**src/rtl/mem_arbiter_pkg.sv**
```systemverilog
// Shared types for the memory arbiter: per-channel state encoding and a
// wrap-around index helper used by the consumer picker.
package mem_arbiter_pkg;

  typedef enum logic [2:0] {
    CH_IDLE           = 3'd0,
    CH_READ_WAITING   = 3'd1,
    CH_WRITE_WAITING  = 3'd2,
    CH_READ_RELAYING  = 3'd3,
    CH_WRITE_RELAYING = 3'd4
  } ch_state_e;

  function automatic int wrap_idx(input int base, input int off, input int n);
    return (base + off) % n;
  endfunction

endpackage

```
**src/rtl/mem_arbiter_rr_pick.sv**
```systemverilog
// Masked priority picker: first set request bit at or after start_i
// (wrapping), reported as one-hot grant, binary index and any-grant flag.
module rr_pick
  import mem_arbiter_pkg::*;
#(
  parameter int N  = 4,
  parameter int IW = (N > 1) ? $clog2(N) : 1
) (
  input  logic [N-1:0]  req_i,
  input  logic [IW-1:0] start_i,
  output logic [N-1:0]  grant_o,
  output logic [IW-1:0] idx_o,
  output logic          any_o
);

  always_comb begin
    grant_o = '0;
    idx_o   = '0;
    any_o   = 1'b0;
    for (int k = 0; k < N; k++) begin
      int j;
      j = wrap_idx(int'(start_i), k, N);
      if (!any_o && req_i[j]) begin
        grant_o[j] = 1'b1;
        idx_o      = IW'(j);
        any_o      = 1'b1;
      end
    end
  end

endmodule

```
**src/rtl/mem_arbiter.sv**
```systemverilog
// Multi-channel memory arbiter: each channel claims one requesting consumer
// and relays a single read or write. Define MEM_ARBITER_ROUND_ROBIN_EN for
// round-robin consumer search; otherwise lowest index wins.
module mem_arbiter
  import mem_arbiter_pkg::*;
#(
  parameter int ADDR_BITS     = 8,
  parameter int DATA_BITS     = 8,
  parameter int NUM_CONSUMERS = 4,
  parameter int NUM_CHANNELS  = 1
) (
  input  logic                                     clk,
  input  logic                                     reset,
  input  logic [NUM_CONSUMERS-1:0]                 consumer_read_valid,
  input  logic [NUM_CONSUMERS-1:0][ADDR_BITS-1:0]  consumer_read_address,
  output logic [NUM_CONSUMERS-1:0]                 consumer_read_ready,
  output logic [NUM_CONSUMERS-1:0][DATA_BITS-1:0]  consumer_read_data,
  input  logic [NUM_CONSUMERS-1:0]                 consumer_write_valid,
  input  logic [NUM_CONSUMERS-1:0][ADDR_BITS-1:0]  consumer_write_address,
  input  logic [NUM_CONSUMERS-1:0][DATA_BITS-1:0]  consumer_write_data,
  output logic [NUM_CONSUMERS-1:0]                 consumer_write_ready,
  output logic [NUM_CHANNELS-1:0]                  mem_read_valid,
  output logic [NUM_CHANNELS-1:0][ADDR_BITS-1:0]   mem_read_address,
  input  logic [NUM_CHANNELS-1:0]                  mem_read_ready,
  input  logic [NUM_CHANNELS-1:0][DATA_BITS-1:0]   mem_read_data,
  output logic [NUM_CHANNELS-1:0]                  mem_write_valid,
  output logic [NUM_CHANNELS-1:0][ADDR_BITS-1:0]   mem_write_address,
  output logic [NUM_CHANNELS-1:0][DATA_BITS-1:0]   mem_write_data,
  input  logic [NUM_CHANNELS-1:0]                  mem_write_ready
);

  localparam int CW = (NUM_CONSUMERS > 1) ? $clog2(NUM_CONSUMERS) : 1;

  ch_state_e            state_q [NUM_CHANNELS];
  ch_state_e            state_d [NUM_CHANNELS];
  logic [CW-1:0]        owner_q [NUM_CHANNELS];
  logic [CW-1:0]        owner_d [NUM_CHANNELS];
  logic [ADDR_BITS-1:0] addr_q  [NUM_CHANNELS];
  logic [ADDR_BITS-1:0] addr_d  [NUM_CHANNELS];
  logic [DATA_BITS-1:0] wdata_q [NUM_CHANNELS];
  logic [DATA_BITS-1:0] wdata_d [NUM_CHANNELS];
  logic [DATA_BITS-1:0] rdata_q [NUM_CHANNELS];
  logic [DATA_BITS-1:0] rdata_d [NUM_CHANNELS];

  logic [NUM_CONSUMERS-1:0]                    claimed;
  logic [NUM_CHANNELS:0][NUM_CONSUMERS-1:0]    avail;
  logic [NUM_CHANNELS-1:0][NUM_CONSUMERS-1:0]  grant;
  logic [NUM_CHANNELS-1:0][CW-1:0]             pick_idx;
  logic [NUM_CHANNELS-1:0]                     pick_any;
  logic [NUM_CHANNELS-1:0]                     take;
  logic [CW-1:0]                               start_idx;

  always_comb begin
    claimed = '0;
    for (int ch = 0; ch < NUM_CHANNELS; ch++) begin
      if (state_q[ch] != CH_IDLE) claimed[owner_q[ch]] = 1'b1;
    end
  end

  // Claims cascade: each channel only sees consumers left over by lower channels.
  assign avail[0] = (consumer_read_valid | consumer_write_valid) & ~claimed;

  genvar gi;
  generate
    for (gi = 0; gi < NUM_CHANNELS; gi++) begin : g_chan
      rr_pick #(.N(NUM_CONSUMERS), .IW(CW)) u_pick (
        .req_i   (avail[gi]),
        .start_i (start_idx),
        .grant_o (grant[gi]),
        .idx_o   (pick_idx[gi]),
        .any_o   (pick_any[gi])
      );
      assign take[gi]      = pick_any[gi] && (state_q[gi] == CH_IDLE);
      assign avail[gi + 1] = take[gi] ? (avail[gi] & ~grant[gi]) : avail[gi];
    end
  endgenerate

`ifdef MEM_ARBITER_ROUND_ROBIN_EN
  logic [CW-1:0] ptr_q, ptr_d;

  assign start_idx = ptr_q;

  always_comb begin
    ptr_d = ptr_q;
    for (int ch = 0; ch < NUM_CHANNELS; ch++) begin
      if (take[ch]) begin
        ptr_d = (pick_idx[ch] == CW'(NUM_CONSUMERS - 1)) ? '0 : pick_idx[ch] + 1'b1;
      end
    end
  end

  always_ff @(posedge clk or posedge reset) begin
    if (reset) ptr_q <= '0;
    else       ptr_q <= ptr_d;
  end
`else
  assign start_idx = '0;
`endif

  always_comb begin
    for (int ch = 0; ch < NUM_CHANNELS; ch++) begin
      state_d[ch] = state_q[ch];
      owner_d[ch] = owner_q[ch];
      addr_d[ch]  = addr_q[ch];
      wdata_d[ch] = wdata_q[ch];
      rdata_d[ch] = rdata_q[ch];
      case (state_q[ch])
        CH_IDLE: begin
          if (take[ch]) begin
            owner_d[ch] = pick_idx[ch];
            if (consumer_read_valid[pick_idx[ch]]) begin
              state_d[ch] = CH_READ_WAITING;
              addr_d[ch]  = consumer_read_address[pick_idx[ch]];
            end else begin
              state_d[ch] = CH_WRITE_WAITING;
              addr_d[ch]  = consumer_write_address[pick_idx[ch]];
              wdata_d[ch] = consumer_write_data[pick_idx[ch]];
            end
          end
        end
        CH_READ_WAITING: begin
          if (mem_read_ready[ch]) begin
            state_d[ch] = CH_READ_RELAYING;
            rdata_d[ch] = mem_read_data[ch];
          end
        end
        CH_WRITE_WAITING: begin
          if (mem_write_ready[ch]) state_d[ch] = CH_WRITE_RELAYING;
        end
        CH_READ_RELAYING: begin
          if (!consumer_read_valid[owner_q[ch]]) state_d[ch] = CH_IDLE;
        end
        CH_WRITE_RELAYING: begin
          if (!consumer_write_valid[owner_q[ch]]) state_d[ch] = CH_IDLE;
        end
        default: state_d[ch] = CH_IDLE;
      endcase
    end
  end

  always_ff @(posedge clk or posedge reset) begin
    if (reset) begin
      for (int ch = 0; ch < NUM_CHANNELS; ch++) begin
        state_q[ch] <= CH_IDLE;
        owner_q[ch] <= '0;
        addr_q[ch]  <= '0;
        wdata_q[ch] <= '0;
        rdata_q[ch] <= '0;
      end
    end else begin
      for (int ch = 0; ch < NUM_CHANNELS; ch++) begin
        state_q[ch] <= state_d[ch];
        owner_q[ch] <= owner_d[ch];
        addr_q[ch]  <= addr_d[ch];
        wdata_q[ch] <= wdata_d[ch];
        rdata_q[ch] <= rdata_d[ch];
      end
    end
  end

  always_comb begin
    consumer_read_ready  = '0;
    consumer_read_data   = '0;
    consumer_write_ready = '0;
    for (int ch = 0; ch < NUM_CHANNELS; ch++) begin
      mem_read_valid[ch]    = (state_q[ch] == CH_READ_WAITING);
      mem_read_address[ch]  = addr_q[ch];
      mem_write_valid[ch]   = (state_q[ch] == CH_WRITE_WAITING);
      mem_write_address[ch] = addr_q[ch];
      mem_write_data[ch]    = wdata_q[ch];
      if (state_q[ch] == CH_READ_RELAYING) begin
        consumer_read_ready[owner_q[ch]] = 1'b1;
        consumer_read_data[owner_q[ch]]  = rdata_q[ch];
      end
      if (state_q[ch] == CH_WRITE_RELAYING) consumer_write_ready[owner_q[ch]] = 1'b1;
    end
  end

endmodule

```
**config.mk**
```make
export PLATFORM = sky130hd
export DESIGN_NAME = mem_arbiter
export DESIGN_NICKNAME = d
export VERILOG_FILES = /design/src/rtl/mem_arbiter_pkg.sv /design/src/rtl/mem_arbiter_rr_pick.sv /design/src/rtl/mem_arbiter.sv
export SDC_FILE = /design/constraint.sdc
export NUM_CORES = 1
export LEC_CHECK = 0
export ABC_AREA = 1
export CAP_MARGIN = 10
export CORE_UTILIZATION = 34
export DETAILED_ROUTE_END_ITERATION = 8
export GPL_TIMING_DRIVEN = 0
export PLACE_DENSITY = 0.79
export SLEW_MARGIN = 10
export SYNTH_ARGS = -nofsm -noshare
export SYNTH_HDL_FRONTEND = slang
export SYNTH_SLANG_ARGS = --single-unit
```
**constraint.sdc**
```tcl
create_clock -name clk -period 1.69 [get_ports clk]
set_input_delay 0.2535 -clock clk [delete_from_list [all_inputs] [get_ports clk]]
set_output_delay 0.2535 -clock clk [all_outputs]
set_load 0.05 [all_outputs]
```
# Word-level counts from Yosys, hierarchy flattened
# Index checks and enable logic that the tools add are counted.
[word_totals]
reg_bits = 29
latchBits = 0
ramBits = 0
mem_bits_ro = 0
input_bits = 116
out_inout_bits = 66
word_cells = 71
n_memories = 0
[classes]
addsub = 0
multipliers = 0
div_mod_pow = 0
n_lt_le_gt_ge = 3
eq_ne = 9
n_shift = 0
n_mux = 35
n_bitwise = 5
n_reduce_logical = 14
[ops]
columns = ["op", "count"]
rows = [
  ["binary-select mux 8 bit (select 2 bit)", 3],
  ["2-to-1 mux 8 bit", 5],
  ["AND 32 bit", 1],
  ["2-to-1 mux 32 bit", 1],
  ["demux 8 bit (select 2 bit)", 1],
  ["2-to-1 mux 3 bit", 5],
  ["case mux 3 bit (5 select lines)", 1],
  ["2-to-1 mux 4 bit", 3],
  ["2-to-1 mux 1 bit", 9],
  ["binary-select mux 1 bit (select 2 bit)", 3],
  ["== test 3 x 2 -> 1 bit, second input constant", 2],
  ["less-than comparator 2 x 3 -> 1 bit, second input constant", 2],
  ["2-to-1 mux 2 bit", 3],
  ["inequality test 2 bit, second input constant", 3],
  ["logical AND 1 bit", 5],
  ["AND reduction 5 bit", 1],
  ["AND 4 bit", 1],
  ["inequality test 2 x 1 -> 1 bit, second input constant", 2],
  ["inverter 4 bit", 1],
  ["bitwise OR 4 bit", 1],
  ["AND reduction 2 bit", 2],
  ["== test 3 x 1 -> 1 bit, second input constant", 1],
  ["== test 3 bit, second input constant", 1],
  ["zero test 1 bit", 3],
  ["other kinds (6)", 6],
]

# Logic depth before layout (Yosys ltp)
# Gate-level depths: netlist of run 1.
[logic_depth]
ltp_word = 22
depth_mapped = 17
ltp_nobuf = 16

# By module
# A second synthesis of run 1 with hierarchy kept.
[hier_totals]
cells_unflattened = 533
hier_area_um2 = 3060.4
[by_module_without_submodules]
columns = ["module", "instances", "cells_per_inst", "area_per_inst_um2", "seq_area_each_um2"]
rows = [
  ["mem_arbiter", 1, 459, 2625.0, 725.7],
  ["rr_pick", 1, 74, 435.4, 0.0],
]

# Worst setup path before layout of run 1
# Ideal clock, no wire load.
[synth_timing]
path_kind = "register -> output"
start = "register state_q[1] (netlist name)"
end = "output consumer_read_data[0] (netlist name)"
arrival_time_ns = 2.349
required_time_ns = 1.436
slack_ns = -0.913
stages_incl_launch_ff = 7
path_buffers = 0
path_cell_list = "dfrtp_1 -> inv_1 -> nor3_1 -> inv_1 -> nor2_1 -> inv_1 -> nor2_1"
[synth_rtl]
columns = ["item", "line_no", "source"]
rows = [
  ["from (decl)", "mem_arbiter.sv:34", "ch_state_e state_q [NUM_CHANNELS];"],
  ["from (signal, indexed assignment)", "mem_arbiter.sv:152", "state_q[ch] <= state_d[ch];"],
  ["to (decl)", "mem_arbiter.sv:17", "output logic [NUM_CONSUMERS-1:0][DATA_BITS-1:0] consumer_read_data,"],
]

==> results of run 1 <==
-- state kept, by name (all words and copies together), names as in the netlist --
register          count
mem_read_address      8
rdata_q               8
mem_write_data        8
state_q               3
owner_q               2
-- kinds of logic after synthesis --
group | synth area share (%)
buffers and inverters | 21.3
and+or+nand+nor | 41.6
AOI/OAI and AO/OA | 11.4
DFF | 25.7
-- power by group through the flow --
stage / Clock [mW] / Combinational (mW) / Sequential (mW)
3_3_place_gp: 0 / 6.41 / 1.28
4_1_cts: 0.760 / 7.75 / 1.28
3_5_place_dp: 0 / 6.52 / 1.29
5_1_grt: 0.802 / 9.85 / 1.36
2_1_floorplan: 0 / 4.02 / 1.89
6_report: 0.756 / 9.30 / 1.33
-- per-layer routing --
layer | part of all wire, % | up-vias
met4 | 3.5 | 0
met5 | 0 | -
met3 | 5.9 | 41
met2 | 53 | 220
li1 | - | 2017
met1 | 38 | 1989
-- worst reg2reg max path, delay by kind of cell, from the launching register on --
family          cells  cell delay, ns
compound gates      1            0.19
buf+inv             3            0.36
flops               1            0.45
simple gates       11            0.96
-- what timing repair did --
| action | CTS | global route |
|---|---|---|
| pin swaps | 34 | 51 |
| gates cloned | 6 | 2 |
| setup buffers | 25 | 15 |
| resized for setup | 416 | 166 |
| endpoints found under the hold margin | 0 | 0 |
| endpoints found under the setup margin | 87 | 71 |
-- cell usage in the layout (no fill, tap or decap), drive strengths merged --
master / count
inv: 115
o22ai: 1
bufinv: 1
o21ai: 29
clkdlybuf4s50: 114
buf: 109
nor2: 81
dlygate4sd2: 25
clkinvlp: 5
dfrtp: 29
a22oi: 2
nand3: 76
clkbuf: 13
o211ai: 1
nand4: 1
nand2: 115
nor3: 3
or2: 1
a21oi: 25
a31oi: 1
-- path summary, 6_finish.rpt --
kind / start / endpoint / slack, ns / depth (start not counted)
worst max-delay path: state_q[2] / consumer_read_data[16] / -0.36 / 7
worst min-delay path: reset / rdata_q[1] / 0.27 / 2
worst max register to register: state_q[2] / mem_read_address[7] / -0.32 / 15
worst min register to register: mem_write_data[6] / mem_write_data[6] / 0.50 / 2
max in group asynchronous: reset / owner_q[1] / 0.98 / 3
min in group clk: mem_write_data[6] / mem_write_data[6] / 0.50 / 2
-- stage by stage --
stage / setup TNS (ns) / setup WS, ns / util [%] / cells
final: -15.75 / -0.358 / 83.4 / 849
after floorplan: -11.91 / -0.407 / - / 511
after global routing: -21.80 / -0.456 / 83.4 / 849
after detailed placement: -39.20 / -0.874 / 64.3 / 794
after global placement: -35.88 / -0.820 / 64.3 / 794
after CTS: -13.09 / -0.303 / 74.5 / 833
-- final cells by class --
cell class	count	area, sq um	area share [%]
timing repair buffer	227	2460	37.5
sequential	29	729	11.1
clock inverter	2	37.5	0.571
clock buffer	6	82.6	1.26
timing repair inverter	1	3.75	0.0571
tap	102	128	1.94
inverter	118	480	7.30
multi-input combinational	336	2360	36.0
buffer	28	288	4.38
==> impl_results.html, run 1 <==
<table>
<tr><th>Metric</th><th>Value</th></tr>
<tr><th colspan="2">Worst setup path</th></tr>
<tr><td>Most frequent CP cell</td><td>sky130_fd_sc_hd__nor2_4</td></tr>
<tr><td>CP cell instances</td><td>nor3_2 -&gt; inv_2 -&gt; nor2_4 -&gt; clkinvlp_4 -&gt; buf_12 -&gt; nor2_4 -&gt; buf_6</td></tr>
<tr><td>Slowest cell delay on critical path</td><td>0.45 ns</td></tr>
<tr><td>Max stage delay cell, worst path</td><td>sky130_fd_sc_hd__dfrtp_2</td></tr>
<tr><td>Dominant delay contributor by cell family on the critical path</td><td>buffers and inverters</td></tr>
<tr><td>Critical path required time</td><td>1.44 ns</td></tr>
<tr><td>Critical path buffers and inverters</td><td>4</td></tr>
<tr><td>Worst setup SP type</td><td>flip-flop</td></tr>
<tr><td>Crit path capture type</td><td>primary output</td></tr>
<tr><td>Worst path arrival time</td><td>1.79 ns</td></tr>
<tr><td>Critical path type</td><td>reg2out</td></tr>
<tr><td>Worst-path fanout max</td><td>8</td></tr>
<tr><th colspan="2">Synthesis</th></tr>
<tr><td>Proportion of register bits with asynchronous set or reset after synthesis</td><td>100%</td></tr>
<tr><td>Count leader, synth</td><td>sky130_fd_sc_hd__inv_1</td></tr>
<tr><td>Post-synth top area cell</td><td>sky130_fd_sc_hd__dfrtp_1</td></tr>
<tr><td>Top flip-flop cell by instance count after synthesis</td><td>sky130_fd_sc_hd__dfrtp_1</td></tr>
<tr><td>Synthesized Nets</td><td>627</td></tr>
<tr><td>Distinct cell type count of the synthesized netlist</td><td>26</td></tr>
<tr><td>Synth area leaders</td><td>sky130_fd_sc_hd__dfrtp_1 26%, sky130_fd_sc_hd__inv_1 15%, sky130_fd_sc_hd__nand2_1 15%, sky130_fd_sc_hd__nand3_1 13%, sky130_fd_sc_hd__nor2_1 11%</td></tr>
<tr><td>Area share of the largest cell type after synthesis</td><td>25.7%</td></tr>
<tr><td>Syn. warnings</td><td>0</td></tr>
<tr><td>Number of enable-type register cells in the synthesized netlist</td><td>0</td></tr>
<tr><td>Netlist area before placement</td><td>0.00282 sq mm</td></tr>
<tr><td>Seq cells post-synth</td><td>29</td></tr>
<tr><td>Post-synthesis cell count</td><td>511</td></tr>
<tr><td>Post-Syn Area per Cell</td><td>5.52 sq um</td></tr>
<tr><td>Top cell types by occurrence after synthesis</td><td>111 x sky130_fd_sc_hd__inv_1, 110 x sky130_fd_sc_hd__nand2_1, 80 x sky130_fd_sc_hd__nor2_1, 75 x sky130_fd_sc_hd__nand3_1, 29 x sky130_fd_sc_hd__dfrtp_1</td></tr>
<tr><td>Seq/Total Area, Yosys</td><td>25.7%</td></tr>
<tr><th colspan="2">Route</th></tr>
<tr><td>Wire length reported by the detailed router</td><td>13400 um</td></tr>
<tr><td>Post-detailed-route count of antenna-violating nets</td><td>0</td></tr>
<tr><td>WL per Instance</td><td>15.8 um</td></tr>
<tr><td>Routed vias/inst</td><td>5.03</td></tr>
<tr><td>Vias after detailed routing</td><td>4267</td></tr>
<tr><td>Number of iterations in the first detailed-routing pass</td><td>5</td></tr>
<tr><td>First DRT Iteration DRCs</td><td>199</td></tr>
<tr><td>DRC Markers</td><td>0</td></tr>
<tr><th colspan="2">Layout</th></tr>
<tr><td>Synth-to-layout area growth</td><td>133%</td></tr>
<tr><td>Final-layout fill cell count</td><td>471</td></tr>
<tr><td>Share of post-route cells with drive strength above 1</td><td>41.4%</td></tr>
<tr><td>Net count of the finished layout</td><td>862</td></tr>
<tr><td>Design area</td><td>0.00658 sq mm</td></tr>
<tr><td>Number of inserted diodes</td><td>0</td></tr>
<tr><th colspan="2">Die</th></tr>
<tr><td>Area of the die</td><td>0.00867 sq mm</td></tr>
<tr><td>Top Ports</td><td>182</td></tr>
<tr><td>Total core area</td><td>0.00789 sq mm</td></tr>
<tr><td>Die Width</td><td>93.1 um</td></tr>
<tr><td>Initial core utilization</td><td>35.8%</td></tr>
<tr><td>Y dimension of the die</td><td>93.1 um</td></tr>
<tr><td>Cell Rows</td><td>32</td></tr>
<tr><th colspan="2">Timing</th></tr>
<tr><td>Timing-limited maximum frequency</td><td>488 MHz</td></tr>
<tr><td>Final-report hold violation count</td><td>0</td></tr>
<tr><td>Minimum setup slack in the final design</td><td>-0.358 ns</td></tr>
<tr><td>Max transition margin</td><td>64.4%</td></tr>
<tr><td>Minimum clock period</td><td>2.05 ns</td></tr>
<tr><td>Worst Hold Slack</td><td>0.269 ns</td></tr>
<tr><td>Max-slew violations</td><td>0</td></tr>
<tr><td>RSZ-0062 raised after global routing</td><td>yes</td></tr>
<tr><td>Slew of the pin with the lowest slew margin</td><td>0.536 ns</td></tr>
<tr><td>Period utilization</td><td>121%</td></tr>
<tr><td>Total of endpoints with negative setup slack in the final report</td><td>60</td></tr>
<tr><td>Final setup skew</td><td>0.00494 ns</td></tr>
<tr><th colspan="2">GRT</th></tr>
<tr><td>Met3 track utilization from global routing</td><td>4.07%</td></tr>
<tr><td>Global route hottest layer</td><td>met2</td></tr>
<tr><td>First-pass GRT wire length</td><td>18800 um</td></tr>
<tr><td>GR met1 Demand/Resource</td><td>31.3%</td></tr>
<tr><td>Met2 Resource Use GR</td><td>50.4%</td></tr>
<tr><td>Initial antenna violation count</td><td>0</td></tr>
<tr><td>Largest net degree at the start of global routing</td><td>30</td></tr>
<tr><td>GRT Residual Overflow</td><td>0</td></tr>
<tr><td>Total GRT Usage</td><td>26.9%</td></tr>
<tr><td>Vias in the first global route</td><td>3964</td></tr>
<tr><th colspan="2">Outcome</th></tr>
<tr><td>Failing checks</td><td>negative setup slack</td></tr>
<tr><td>Result of the run</td><td>finished with violations</td></tr>
<tr><th colspan="2">Clock tree</th></tr>
<tr><td>Num Clock Sinks</td><td>29</td></tr>
<tr><td>Clock tree from TritonCTS</td><td>built</td></tr>
<tr><td>Clock edge transition at the registers on the reported setup and hold paths</td><td>0.07 ns</td></tr>
<tr><td>Clock root buffer</td><td>sky130_fd_sc_hd__clkbuf_8</td></tr>
<tr><td>Clk Latency, worst-skew pair</td><td>0.27 ns</td></tr>
<tr><td>Hold Buf Count CTS</td><td>0</td></tr>
<tr><td>Clock buffers created by TritonCTS</td><td>5</td></tr>
<tr><td>CTS Buffer Depth</td><td>2</td></tr>
<tr><td>Htree depth</td><td>2</td></tr>
<tr><th colspan="2">Power</th></tr>
<tr><td>Portion of total power attributed to the clock network</td><td>6.6%</td></tr>
<tr><td>Worst vdd ir</td><td>0.737 mV</td></tr>
<tr><td>Static Leak</td><td>3.19 nW</td></tr>
<tr><td>Switching Fraction</td><td>55.2%</td></tr>
<tr><td>Psw</td><td>6.28 mW</td></tr>
<tr><td>Proportion of power drawn by flip-flops and latches</td><td>11.6%</td></tr>
<tr><td>Share of total power in combinational logic</td><td>81.7%</td></tr>
<tr><td>Sum of internal, switching and leakage power</td><td>11.4 mW</td></tr>
<tr><td>Int Power</td><td>5.10 mW</td></tr>
<tr><td>PD cells</td><td>1730 mW/mm^2</td></tr>
<tr><th colspan="2">Hold path</th></tr>
<tr><td>Hold crit path type</td><td>in2async</td></tr>
<tr><th colspan="2">Job</th></tr>
<tr><td>Maximum Capacitance Violations</td><td>0</td></tr>
<tr><th colspan="2">Place</th></tr>
<tr><td>DPL Wire Length</td><td>8500 um</td></tr>
<tr><td>Count of port buffers added during placement</td><td>181</td></tr>
<tr><td>Post-DP Area</td><td>0.00507 sq mm</td></tr>
<tr><td>Placer congestion estimate</td><td>0.898</td></tr>
</table>
Power figures use the tool's default switching activity.
==> run 2: changes to the inputs <==
Settings changed: CTS_CLUSTER_DIAMETER from default to 100.
==> results of run 2 <==
No change in the layout: final DEF, timing and power equal those of run 1.
==> edit 1 (config.mk and constraints of run 1) <==
Add a define of `MEM_ARBITER_ROUND_ROBIN_EN`.
--- a/src/rtl/mem_arbiter.sv
+++ b/src/rtl/mem_arbiter.sv
@@ -3,2 +3,4 @@
 // round-robin consumer search; otherwise lowest index wins.
+`define MEM_ARBITER_ROUND_ROBIN_EN
+
 module mem_arbiter
Check against the original RTL: not equivalent (a bounded check fails within 10 cycles, from zero or initial values and one cycle with reset high).
==> edit 1 against run 1 <==
The flow still finishes with violations (setup timing); final cell count rose by 4.8%; routed wire length increased by 12%; non-clock buffer count fell by 3; design area rose by 3.3%; setup slack worse by 0.38 ns; sequential cell count rose by 2; critical endpoint is now consumer_read_data[29]; highest routed layer unchanged; sequential share of layout area increased by 0.42 points; die area is 12% higher; critical path type unchanged; clock skew rose by 0.0012 ns; hold slack better by 0.11 ns; fmax shrank 16%; synthesized area rose by 12%; count of clock-buffer cells in the layout unchanged.
Power is left out: the tool's default activity adds up to more than one toggle a clock period on the data nets, which glitch-free logic cannot reach.
==> edit 1: results (changes against run 1) <==
| Metric | Value |
|---|---|
| Num CTS Buffers | `5 (unchanged)` |
| Syn avg cell area | `5.736 um^2 (+3.8%)` |
| Placed Instances | `842 (+6.0%)` |
| Synth top area cells | `dfrtp_1 (24%), nand2_1 (16%), inv_1 (12%)` |
| Htree depth | `2 (unchanged)` |
| Worst r2r dst | `mem_write_data[1]$_DFFE_PP0P_` |
| Reg2reg start | `owner_q[0]$_DFFE_PP0P_` |
| Sum Neg Setup Slack | `-35.80 ns (-20.05 ns)` |
| HPWL Detailed | `9188 um (+8.1%)` |
| Worst-skew pair later-pin latency | `roughly 0.28 ns` |
| Max incr delay on CP | `0.43 ns (-0.02 ns)` |
| WL per Instance | `16.94 um (+7.2%)` |
| Count of cell types in the netlist | `28 (+7.7%)` |
| Commonest cells post-synth | `nand2_1 (131), inv_1 (101), nor2_1 (86)` |
| CP top delay family | `buffers and inverters` |
| Worst slew pin tran | `0.6516 ns (+0.1158 ns)` |
| Layout cells sized above 1 | `36.32% (-5.0 points)` |
| First-pass GRT wire length | `21,130 um (+13%)` |
| Violated checks | `setup timing` |
| Initial drt markers | `197 (-1.0%)` |
| Reg2Reg Depth | `17 (+2)` |
| Final GP Congestion | `0.8551 (-4.8%)` |
| Mapped Nets | `670 (+6.9%)` |
| Routed via count | `4,621 (+8.3%)` |
| Crit path setup slack, layout | `-0.7408 ns (-0.3831 ns)` |
| Sequential-to-total area share from yosys stat | `24.46% (-1.3 points)` |
| Largest net degree at the start of global routing | `32 (+6.7%)` |
| Min-delay worst type | `primary input to async pin` |
| Fill cells | `607 (+29%)` |
| Final hold slack | `0.3796 ns (+0.1110 ns)` |
| # diodes | `0 (unchanged)` |
| CTS Root Cell | `clkbuf_8` |
| DRT Pass-1 Iters | `5 (unchanged)` |
| Critical path peak fanout | `8 (unchanged)` |
| Initial antenna violation count | `1 (+1)` |
| Worst-path clk slew | `0.07 ns (about the same)` |
| Worst Clk Skew | `0.006131 ns (+0.001195 ns)` |
| Status | `complete, but fails checks` |
| Vias in the first global route | `4,472 (+13%)` |
| Syn. warnings | `0 (unchanged)` |
| Nets | `898 (+4.2%)` |
| Global-route usage over all layers | `26.84% (-0.040 points)` |
| Drt via density | `5.192 (+3.3%)` |
| R2R setup slack | `-0.71 ns (-0.39 ns)` |
| Final Setup Violations | `65 (+8.3%)` |
| Slowest stage cell on the critical path | `dfrtp_1` |
[edit 1: changes by cell type after synthesis, sizes merged, moves of 2 or more]
cell | before | now
nand3 | 76 | 67
a22oi | 2 | 0
nor2 | 81 | 88
nand2 | 115 | 139
nand4 | 1 | 4
nand3b | 0 | 24
a21oi | 25 | 19
clkbuf | 9 | 7
o22ai | 1 | 6
dfrtp | 29 | 31
buf | 19 | 24
inv | 117 | 108
[edit 1: worst max-delay path by stage]
stage | from | to | slack (ns) | cells after the start
6_report | state_q[0]$_DFFE_PP0P_ | consumer_read_data[29] | -0.74 | 10
5_1_grt | state_q[0]$_DFFE_PP0P_ | consumer_read_data[29] | -0.84 | 10
4_1_cts | state_q[1]$_DFFE_PP0P_ | mem_write_data[0]$_DFFE_PP0P_ | -0.57 | 18
3_5_place_dp | consumer_read_valid[1] | mem_read_address[6]$_DFFE_PP0P_ | -0.87 | 18
3_3_place_gp | state_q[2]$_DFFE_PP0P_ | consumer_read_data[0] | -0.85 | 6
2_1_floorplan | state_q[2]$_DFFE_PP0P_ | consumer_read_data[0] | -0.46 | 5
[edit 1: cells by family after synthesis]
logic type | share of synthesized area (%)
AND/OR/NAND/NOR | 46.00
buffers and inverters | 19.37
AO/OA/AOI/OAI | 9.270
flip-flops | 24.46
XOR/XNOR | 0.5130
adder cells (fa/ha/maj) | 0.3944
[edit 1: repair_timing]
item | in CTS | in global routing
cloned | 2 | 1
endpoints found under the setup margin | 89 | 65
gates resized for setup | 400 | 117
buffers inserted | 23 | 14
pin swaps | 33 | 48
[edit 1: layout make-up]
class | instances | share of cell area [%]
Inverter | 109 | 6.739
Multi-Input combinational cell | 382 | 38.65
Tap cell | 108 | 1.989
Clock inverter | 2 | 0.5156
Clock buffer | 6 | 1.215
Sequential cell | 31 | 11.51
Timing Repair Buffer | 221 | 34.52
Buffer | 31 | 4.861
[edit 1: stage by stage]
stage,worst slack [ns],area [um^2]
after floorplan,-0.4639,3555
after global placement,-0.8491,5502
after detailed placement,-0.8699,5502
after CTS,-0.5724,6259
after global routing,-0.8375,6795
final,-0.7408,6795
[edit 1: layer usage]
layer / vias to the layer above / track usage, % / share of wire (%)
met5: - / 0 / 0
met4: 0 / 9.070 / 3.8
met3: 59 / 3.475 / 7.6
met2: 260 / 51.57 / 53
met1: 2142 / 30.37 / 36
li1: 2160 / - / -
==> edit 2 (config.mk and constraints of run 1) <==
Without the edit above. The parameter `ADDR_BITS` goes from 8 to 7.
--- a/src/rtl/mem_arbiter.sv
+++ b/src/rtl/mem_arbiter.sv
@@ -6,3 +6,3 @@
 #(
-  parameter int ADDR_BITS     = 8,
+  parameter int ADDR_BITS     = 7,
   parameter int DATA_BITS     = 8,
Interface: changed (resized consumer_read_address, consumer_write_address, mem_read_address and mem_write_address); port bits go from 182 to 172. No check against the original RTL was run, so the function may have changed too.
==> edit 2 against run 1 <==
The run still ends with setup timing left; sequential cell count shrank 1; final cell count shrank 4.9%; synthesized cell count shrank 6.1%; design area shrank 7.6%; setup slack lost 0.053 ns; routed wire length shrank 7.5%; clock power shrank 28%; power shrank 0.54%; critical path depth grew 1; synthesized area shrank 3.9%; die area shrank 3.8%; first-iteration DRC count shrank 11%; critical path type unchanged; highest routed layer unchanged.
==> edit 2: results (changes against run 1) <==
| Metric | Value |
|---|---|
| Port Buf Inserts | `171 (-5.5%)` |
| Nets | `814 (-5.6%)` |
| Critical path peak fanout | `5 (-3)` |
| Vias in the first global route | `3,473 (-12%)` |
| Dpl cell area | `4868 um^2 (-4.1%)` |
| First-pass GRT wire length | `16,640 um (-11%)` |
| Largest net degree at the start of global routing | `29 (-3.3%)` |
| Max_slew headroom | `28.65% (-36 points)` |
| Status | `complete, but fails checks` |
| Logic pwr share | `83.8% (+2.1 points)` |
| Routing usage on met1 | `28.51% (-2.8 points)` |
| Final Instance Area | `6078 um^2 (-7.6%)` |
| Sequential-to-total area share from yosys stat | `25.83% (+0.12 points)` |
| Commonest cells post-synth | `inv_1 (104), nand2_1 (95), nor2_1 (77)` |
| Met2 Use GR | `46.21% (-4.2 points)` |
| Violated checks | `setup timing` |
| R2R setup slack | `-0.39 ns (-0.07 ns)` |
| WP data arrival | `1.85 ns (+0.06 ns)` |
| Layout cells sized above 1 | `36.17% (-5.2 points)` |
| Mapped Nets | `588 (-6.2%)` |
| Crit path setup slack, layout | `-0.4107 ns (-0.05308 ns)` |
| WL per Instance | `15.38 um (-2.7%)` |
| Final Setup Violations | `59 (-1.7%)` |
| Initial drt markers | `177 (-11%)` |
| Synth top area cells | `dfrtp_1 (26%), inv_1 (14%), nand2_1 (13%)` |
| Worst Clk Skew | `0.003922 ns (-0.001013 ns)` |
| Htree depth | `1 (-1)` |
[edit 2: cell count changes in the layout (fill, tap and decap cells not counted), sizes merged]
cell and change:
o221ai +1, clkbuf -4, nor3 +1, inv -9, o211ai -1, nand4 -1, dfrtp -1, a22oi +1
clkdlybuf4s50 -7, nand2 -12, nor2 +1, nand3 -8, dlygate4sd2 -3
[edit 2: repair_timing]
item	CTS	global route
gates cloned	3	4
setup buffers	18	26
endpoints found under the setup margin	83	64
gates resized for setup	349	146
pin swaps	8	45
hold buffers	0	0
[edit 2: kinds of logic after synthesis]
logic type	after synthesis	share of synthesized area (%)
flip-flops	28	25.83
buffers and inverters	136	21.03
AO/OA/AOI/OAI	60	12.36
AND/OR/NAND/NOR	256	40.77
[edit 2: per-stage QoR]
stage          power [uW]  hold slack, ns  setup TNS, ns  std cells  setup slack, ns
3_5_place_dp         7993          0.5013         -36.15        753          -0.8042
5_1_grt             11910          0.5492         -20.72        807          -0.4372
2_1_floorplan        6102          0.3189         -13.04        480          -0.4176
6_report            11320          0.5253         -17.63        807          -0.4107
3_3_place_gp         7864          0.4881         -34.42        753          -0.7798
4_1_cts              9101          0.5210         -11.71        778          -0.2712
[edit 2: metal layers]
| metal | vias to the layer above | wire, um |
|---|---|---|
| met5 | - | 0 |
| met4 | 0 | 482 |
| met3 | 39 | 799 |
| met2 | 214 | 6545 |
| met1 | 1831 | 4587 |
| li1 | 1908 | - |
[edit 2: layout make-up]
type | instances | share of cell area [%]
Sequential cell | 28 | 11.59
Timing Repair Buffer | 219 | 37.81
Clock inverter | 1 | 0.4940
Inverter | 111 | 7.493
Tap cell | 102 | 2.100
Multi-Input combinational cell | 318 | 35.34
Clock buffer | 3 | 0.6793
Buffer | 25 | 4.487
[edit 2: worst register-to-register path: cells and delay by family (launching register included)]
family / cells / cell delay, ns
DFF: 1 / 0.50
buffers and inverters: 4 / 0.38
and+or+nand+nor: 6 / 0.86
AOI/OAI and AO/OA: 2 / 0.26
[edit 2: path summary, 6_finish.rpt]
path | startpoint | to | cells after the start
min reg2reg | mem_read_address[2]$_DFFE_PP0P_ | mem_read_address[2]$_DFFE_PP0P_ | 2
max in group asynchronous | reset | owner_q[1]$_DFFE_PP0P_ | 2
max reg2reg | owner_q[1]$_DFFE_PP0P_ | mem_write_data[7]$_DFFE_PP0P_ | 12
min in group clk | mem_read_address[2]$_DFFE_PP0P_ | mem_read_address[2]$_DFFE_PP0P_ | 2
max | state_q[0]$_DFFE_PP0P_ | consumer_read_data[10] | 8
min | reset | rdata_q[0]$_DFFE_PP0P_ | 2
